$ cat src/rtl/fib_seq_ctrl_pkg.sv
// rtl/fib_seq_ctrl_pkg.sv - shared opcode, buffer-control and state encodings
package fib_seq_ctrl_pkg;

    localparam logic [3:0] ALU_AND = 4'b0000;
    localparam logic [3:0] ALU_ADD = 4'b0010;
    localparam logic [3:0] ALU_SUB = 4'b0110;

    localparam logic [3:0] BUFF_NONE = 4'b0000;
    localparam logic [3:0] IMM_PATH  = 4'b0001;
    localparam logic [3:0] ALU_PATH  = 4'b1110;

    typedef enum logic [2:0] {
        ST_IDLE,
        ST_SEED0,
        ST_SEED1,
        ST_RUN,
        ST_DONE
    } state_t;

endpackage

$ cat src/rtl/fib_seq_ctrl_if.sv
// rtl/fib_seq_ctrl_if.sv - start/parameter inputs and datapath control outputs
interface fib_seq_ctrl_if #(
    parameter int DATA_W   = 16,
    parameter int NUM_REGS = 16,
    parameter int TERM_W   = 8
);
    localparam int RA_W = $clog2(NUM_REGS);

    logic              start;
    logic              mode;
    logic [DATA_W-1:0] seed0;
    logic [DATA_W-1:0] seed1;
    logic [TERM_W-1:0] num_terms;

    logic [DATA_W-1:0] initialR;
    logic [RA_W-1:0]   regWrite;
    logic [RA_W-1:0]   regRead1;
    logic [RA_W-1:0]   regRead2;
    logic [3:0]        ALUOp;
    logic [3:0]        buffCtrl;
    logic              regWriteEn;
    logic              busy;
    logic              done;

    modport master (
        output start, mode, seed0, seed1, num_terms,
        input  initialR, regWrite, regRead1, regRead2, ALUOp, buffCtrl,
               regWriteEn, busy, done
    );

    modport slave (
        input  start, mode, seed0, seed1, num_terms,
        output initialR, regWrite, regRead1, regRead2, ALUOp, buffCtrl,
               regWriteEn, busy, done
    );
endinterface

$ cat src/rtl/fib_idx_ctr.sv
// rtl/fib_idx_ctr.sv - wrap-around register index counter with clear/increment
module fib_idx_ctr #(
    parameter int W = 4
) (
    input  logic         clk,
    input  logic         reset,
    input  logic         clr,
    input  logic         inc,
    output logic [W-1:0] idx
);
    // NUM_REGS is a power of two, so natural overflow gives the wrap.
    always_ff @(posedge clk or posedge reset) begin
        if (reset)
            idx <= '0;
        else if (clr)
            idx <= '0;
        else if (inc)
            idx <= idx + W'(1);
    end
endmodule

$ cat src/rtl/fib_seq_ctrl.sv
// rtl/fib_seq_ctrl.sv - seed/recurrence sequencing controller for the regfile/ALU datapath
module fib_seq_ctrl
    import fib_seq_ctrl_pkg::*;
#(
    parameter int DATA_W   = 16,
    parameter int NUM_REGS = 16,
    parameter int TERM_W   = 8
) (
    input  logic          clk,
    input  logic          reset,
    fib_seq_ctrl_if.slave bus
);
    localparam int RA_W = $clog2(NUM_REGS);

    state_t            state, state_nxt;
    logic              mode_q;
    logic [DATA_W-1:0] seed0_q, seed1_q;
    logic [TERM_W-1:0] nterms_q, cnt_q;
    logic [RA_W-1:0]   widx;
    logic              launch, write_en, last;

    logic [DATA_W-1:0] initial_r;
    logic [RA_W-1:0]   rd1, rd2;
    logic [3:0]        alu_op, buff_ctrl;
    logic              busy, done;

    assign launch   = (state == ST_IDLE) && bus.start;
    assign write_en = (state == ST_SEED0) || (state == ST_SEED1) || (state == ST_RUN);
    // cnt_q is the index of the term being written this cycle.
    assign last     = (cnt_q == nterms_q - TERM_W'(1));

    fib_idx_ctr #(.W(RA_W)) u_widx (
        .clk   (clk),
        .reset (reset),
        .clr   (launch),
        .inc   (write_en),
        .idx   (widx)
    );

    always_ff @(posedge clk or posedge reset) begin
        if (reset) begin
            state    <= ST_IDLE;
            mode_q   <= 1'b0;
            seed0_q  <= '0;
            seed1_q  <= '0;
            nterms_q <= '0;
            cnt_q    <= '0;
        end else begin
            state <= state_nxt;
            if (launch) begin
                mode_q   <= bus.mode;
                seed0_q  <= bus.seed0;
                seed1_q  <= bus.seed1;
                nterms_q <= bus.num_terms;
                cnt_q    <= '0;
            end else if (write_en) begin
                cnt_q <= cnt_q + TERM_W'(1);
            end
        end
    end

    always_comb begin
        state_nxt = state;
        initial_r = '0;
        rd1       = '0;
        rd2       = '0;
        alu_op    = 4'b0000;
        buff_ctrl = BUFF_NONE;
        busy      = 1'b0;
        done      = 1'b0;
        case (state)
            ST_IDLE: begin
                if (bus.start)
                    state_nxt = (bus.num_terms == '0) ? ST_DONE : ST_SEED0;
            end
            ST_SEED0, ST_SEED1: begin
                initial_r = (state == ST_SEED0) ? seed0_q : seed1_q;
                alu_op    = ALU_AND;
                buff_ctrl = IMM_PATH;
                busy      = 1'b1;
                if (last)
                    state_nxt = ST_DONE;
                else
                    state_nxt = (state == ST_SEED0) ? ST_SEED1 : ST_RUN;
            end
            ST_RUN: begin
                rd1       = widx - RA_W'(1);
                rd2       = widx - RA_W'(2);
                alu_op    = mode_q ? ALU_SUB : ALU_ADD;
                buff_ctrl = ALU_PATH;
                busy      = 1'b1;
                if (last)
                    state_nxt = ST_DONE;
            end
            ST_DONE: begin
                done      = 1'b1;
                state_nxt = ST_IDLE;
            end
            default: state_nxt = ST_IDLE;
        endcase
    end

    assign bus.initialR   = initial_r;
    assign bus.regWrite   = write_en ? widx : '0;
    assign bus.regRead1   = rd1;
    assign bus.regRead2   = rd2;
    assign bus.ALUOp      = alu_op;
    assign bus.buffCtrl   = buff_ctrl;
    assign bus.regWriteEn = write_en;
    assign bus.busy       = busy;
    assign bus.done       = done;
endmodule

$ cat src/flat_wrapper.sv
// flat-port wrapper written by rule: the top's interface ports become plain ports
module fib_seq_ctrl_flat import fib_seq_ctrl_pkg::*;
#(
    parameter int DATA_W   = 16,
    parameter int NUM_REGS = 16,
    parameter int TERM_W   = 8
)
  (clk, reset, bus_start, bus_mode, bus_seed0, bus_seed1, bus_num_terms, bus_initialR, bus_regWrite, bus_regRead1, bus_regRead2, bus_ALUOp, bus_buffCtrl, bus_regWriteEn, bus_busy, bus_done);
  fib_seq_ctrl_if #(.DATA_W(DATA_W), .NUM_REGS(NUM_REGS), .TERM_W(TERM_W)) bus_i ();
  input  logic clk;
  input  logic reset;
  input wire logic [$bits(bus_i.start)-1:0] bus_start;
  input wire logic [$bits(bus_i.mode)-1:0] bus_mode;
  input wire logic [$bits(bus_i.seed0)-1:0] bus_seed0;
  input wire logic [$bits(bus_i.seed1)-1:0] bus_seed1;
  input wire logic [$bits(bus_i.num_terms)-1:0] bus_num_terms;
  output wire logic [$bits(bus_i.initialR)-1:0] bus_initialR;
  output wire logic [$bits(bus_i.regWrite)-1:0] bus_regWrite;
  output wire logic [$bits(bus_i.regRead1)-1:0] bus_regRead1;
  output wire logic [$bits(bus_i.regRead2)-1:0] bus_regRead2;
  output wire logic [$bits(bus_i.ALUOp)-1:0] bus_ALUOp;
  output wire logic [$bits(bus_i.buffCtrl)-1:0] bus_buffCtrl;
  output wire logic [$bits(bus_i.regWriteEn)-1:0] bus_regWriteEn;
  output wire logic [$bits(bus_i.busy)-1:0] bus_busy;
  output wire logic [$bits(bus_i.done)-1:0] bus_done;
  assign bus_i.start = bus_start;
  assign bus_i.mode = bus_mode;
  assign bus_i.seed0 = bus_seed0;
  assign bus_i.seed1 = bus_seed1;
  assign bus_i.num_terms = bus_num_terms;
  assign bus_initialR = bus_i.initialR;
  assign bus_regWrite = bus_i.regWrite;
  assign bus_regRead1 = bus_i.regRead1;
  assign bus_regRead2 = bus_i.regRead2;
  assign bus_ALUOp = bus_i.ALUOp;
  assign bus_buffCtrl = bus_i.buffCtrl;
  assign bus_regWriteEn = bus_i.regWriteEn;
  assign bus_busy = bus_i.busy;
  assign bus_done = bus_i.done;
  fib_seq_ctrl #(.DATA_W(DATA_W), .NUM_REGS(NUM_REGS), .TERM_W(TERM_W)) u_core (.clk(clk), .reset(reset), .bus(bus_i));
endmodule
$ cat config.mk
export PLATFORM = sky130hd
export DESIGN_NAME = fib_seq_ctrl_flat
export DESIGN_NICKNAME = d
export VERILOG_FILES = /design/src/rtl/fib_seq_ctrl_pkg.sv /design/src/rtl/fib_seq_ctrl_if.sv /design/src/rtl/fib_idx_ctr.sv /design/src/rtl/fib_seq_ctrl.sv /design/src/flat_wrapper.sv
export SDC_FILE = /design/constraint.sdc
export NUM_CORES = 1
export LEC_CHECK = 0
export CORE_MARGIN = 4
export CORE_UTILIZATION = 48
export CTS_CLUSTER_SIZE = 25
export DETAILED_ROUTE_END_ITERATION = 8
export PLACE_DENSITY = 0.8
export SYNTH_ARGS = -nofsm -noshare
export SYNTH_HDL_FRONTEND = slang
export SYNTH_SLANG_ARGS = --single-unit
$ cat constraint.sdc
create_clock -name clk -period 2.3 [get_ports clk]
set_input_delay 0.46 -clock clk [delete_from_list [all_inputs] [get_ports clk]]
set_output_delay 0.46 -clock clk [all_outputs]
set_load 0.01 [all_outputs]
==> results.toml <==
[pwr]
power_switching_uw = 1990
p_int_uw = 2970
seqPwrFrac_pct = 36.5
ir_drop_mv = 0.782
p_clk_share_pct = 14.0
p_comb_share_pct = 49.5
power.density_nw_per_um2 = 1210
swShare_pct = 40.1
p_leak_uw = 0.00203

[die]
rows = 28
initial_core_util_pct = 49.9
ios = 83
core-area_sq_um = 5990
die_area_sq_um = 7560
fp.dieH_microns = 86.9
fp.dieW_microns = 86.9

[synth]
synth.area.top_cells = "dfrtp_1 47%, nand2_1 21%, ha_1 2.9%"
synthDominantCellAreaShare_pct = 46.8
avgSynthCellArea_sq_um = 8.06
synthMostInstantiatedCell = "nand2_1"
synth_common_cells = "165 x nand2_1, 56 x dfrtp_1, 18 x nor2_1, 16 x a21oi_1, 16 x clkbuf_1"
syn_area_sq_um = 2990
synth_ff_type = "dfrtp_1"
synth_top_area_cell = "dfrtp_1"
synth_seq_cells = 56
ys_seq_area_share_pct = 46.8
synthArstFlopShare_pct = 100
synth_cell_types = 41
synth_edf_count = 0
netlist_instances = 371
yosys_warnings = 0

[clock_tree]
worstSkewPairLatency_ns = 0.30
cts.htree.levels = 2
cts_tree = "yes"
cts_buffers = 5
clk_pin_slew_ns = 0.09
cts-root-buf = "clkbuf_8"
clkSinkCount = 56
holdBufCountCts = 0
clock_path_buffers = 2

[sta]
worst_slack_ns = 0.0726
setup_viol = 0
fin_crit_sh_pct = 96.8
worst_pin_slew_ns = 0.529
slew_headroom_pct = 64.6
fmax_mhz = 449
whs_ns = 0.471
fin_worst_skew_ns = 0.00543
hold_violations = 0
slew_viol_final = 0
finalSetupTns_ns = 0
fin_crit_ns = 2.23

[setup_path]
cp_slowest_stage_delay_ns = 0.43
worst_ep_arrival_time_ns = 1.77
endpoint_kind = "output port"
path_max_fanout = 16
r2r_start = "u_core.nterms_q[1]"
critPathTopFamily = "simple AND/OR/NAND/NOR gates"
path_cells = "buf_4 -> or3_4 -> nand2_1 -> a21oi_1 -> dlygate4sd2_1"
worstSetupStartpoint = "u_core.state[2]"
path_class = "reg -> out"
crit_required_ns = 1.84
slowest_stage = "dfrtp_1"
cp-start-kind = "flop"
crit_buf_inv = 2

[placed_design]
place_area_sq_um = 3900
hpwl_mm = 5.64
port_buffers = 80
gp_congestion = 0.826
pre_cts_slack_ns = 0.0262

[grt]
grt_pass1_vias = 2740
antenna_found_initial = 0
grt_pass1_wl_mm = 12.7
overflow = 0
grt_max_degree = 39
grt_usage_pct = 21.1

[finish]
antennaDiodeCount = 0
drive_gt1_share_pct = 9.87
final_area_sq_um = 4100
synthToLayoutAreaGrowth_pct = 37.0
nets = 506

[status]
outcome = "completed"

[drt]
dr_total_vias = 2769
wl_mm = 7.68
wire_per_inst_microns = 14.5
drtIter0Drc = 235
route.detailed.drc = 0
dr.pass1.iters = 5
viasPerCell = 5.21
ant_nets = 0

[run]
maxCapViolCount = 0

[min_path]
min_path_type = "in -> async"
-- kinds of logic after synthesis --
| kind of cell | count (synthesis) | synth area share (%) |
|---|---|---|
| buffers and inverters | 35 | 5.27 |
| multiplexers | 1 | 0.335 |
| AND/OR/NAND/NOR | 212 | 29.6 |
| XOR/XNOR | 15 | 4.39 |
| other | 1 | 0.125 |
| AO/OA/AOI/OAI | 44 | 10.5 |
| flip-flops | 56 | 46.8 |
| adder cells (fa/ha/maj) | 7 | 2.93 |
-- flip-flops by register name, indices dropped and copies added, names as in the netlist --
name               count
u_core.seed0_q        16
u_core.seed1_q        16
u_core.cnt_q           8
u_core.nterms_q        8
u_core.u_widx.idx      4
u_core.state           3
u_core.mode_q          1
-- power groups by stage --
stage / clock [uW] / combinational (uW) / sequential [uW]
2_1_floorplan: 0 / 1580 / 1690
4_1_cts: 698 / 2460 / 1790
6_report: 693 / 2460 / 1810
3_5_place_dp: 0 / 2490 / 1810
3_3_place_gp: 0 / 2400 / 1800
5_1_grt: 740 / 2740 / 1870
-- per-stage QoR --
stage               power [uW]  instances  util [%]
floorplan                 3270        372         -
global placement          4200        517      65.1
detailed placement        4310        517      65.1
CTS                       4960        530      67.5
global route              5350        531      68.4
finish                    4960        531      68.4
-- repair_timing --
item	in CTS	in global routing
setup buffers	5	1
setup endpoints to repair	36	17
resized for setup	30	16
endpoints found under the hold margin	0	0
pin swaps	0	1
-- cell type report --
| type | count | area, sq um |
|---|---|---|
| Fill cell | 509 | 1890 |
| Multi-Input combinational cell | 281 | 1480 |
| Sequential cell | 56 | 1400 |
| Timing Repair Buffer | 98 | 951 |
| Clock buffer | 7 | 96.3 |
| Tap cell | 75 | 93.8 |
| Inverter | 13 | 48.8 |
| Clock inverter | 1 | 30.0 |
-- final timing paths --
check                                      to  slack [ns]  cells after the start
max in group asynchronous     u_core.state[1]        1.27                      3
min reg2reg                 u_core.seed0_q[8]        0.49                      2
min                        u_core.seed1_q[12]        0.47                      2
min in group clk            u_core.seed0_q[8]        0.49                      2
max reg2reg                   u_core.state[0]        0.19                      7
max                           bus_initialR[8]        0.07                      5
-- routing by layer --
metal  global-route usage [%]  vias to the layer above  routed length, microns  part of all wire (%)
met3                     2.65                       10                     471                   6.1
met1                     28.6                     1312                    3330                    43
met4                     5.52                        0                      78                   1.0
met5                        0                        -                       0                     0
li1                         -                     1348                       -                     -
met2                     35.6                       99                    3800                    49
-- cell usage in the layout (no fill, tap or decap), types with 2 or more instances in the layout --
cell type / n
ha_1: 6
nand2b_1: 4
conb_1: 2
o21ai_1: 12
xnor2_1: 6
nor4_1: 2
a22o_1: 2
dfrtp_1: 55
clkdlybuf4s15_1: 4
or2_4: 2
nand4_1: 3
o31ai_1: 2
o211ai_1: 2
a2111oi_4: 2
nand3_1: 5
clkdlybuf4s50_1: 45
dlygate4sd2_1: 21
clkbuf_8: 7
nor2_1: 18
nand3b_1: 2
xor2_1: 9
and2_1: 3
a21oi_1: 16
inv_1: 7
inv_2: 6
nand2_1: 165
buf_4: 16
dlymetal6s2s_1: 10
nor3_1: 2
-- worst reg2reg max path: stages, from the launching register on --
cell       delay, ns
dfrtp_1         0.43
inv_1           0.08
ha_2            0.24
o21bai_1        0.22
a2111oi_4       0.39
a311oi_2        0.10
a2111oi_4       0.39
o21ai_1         0.14
Power figures use the tool's default switching activity.
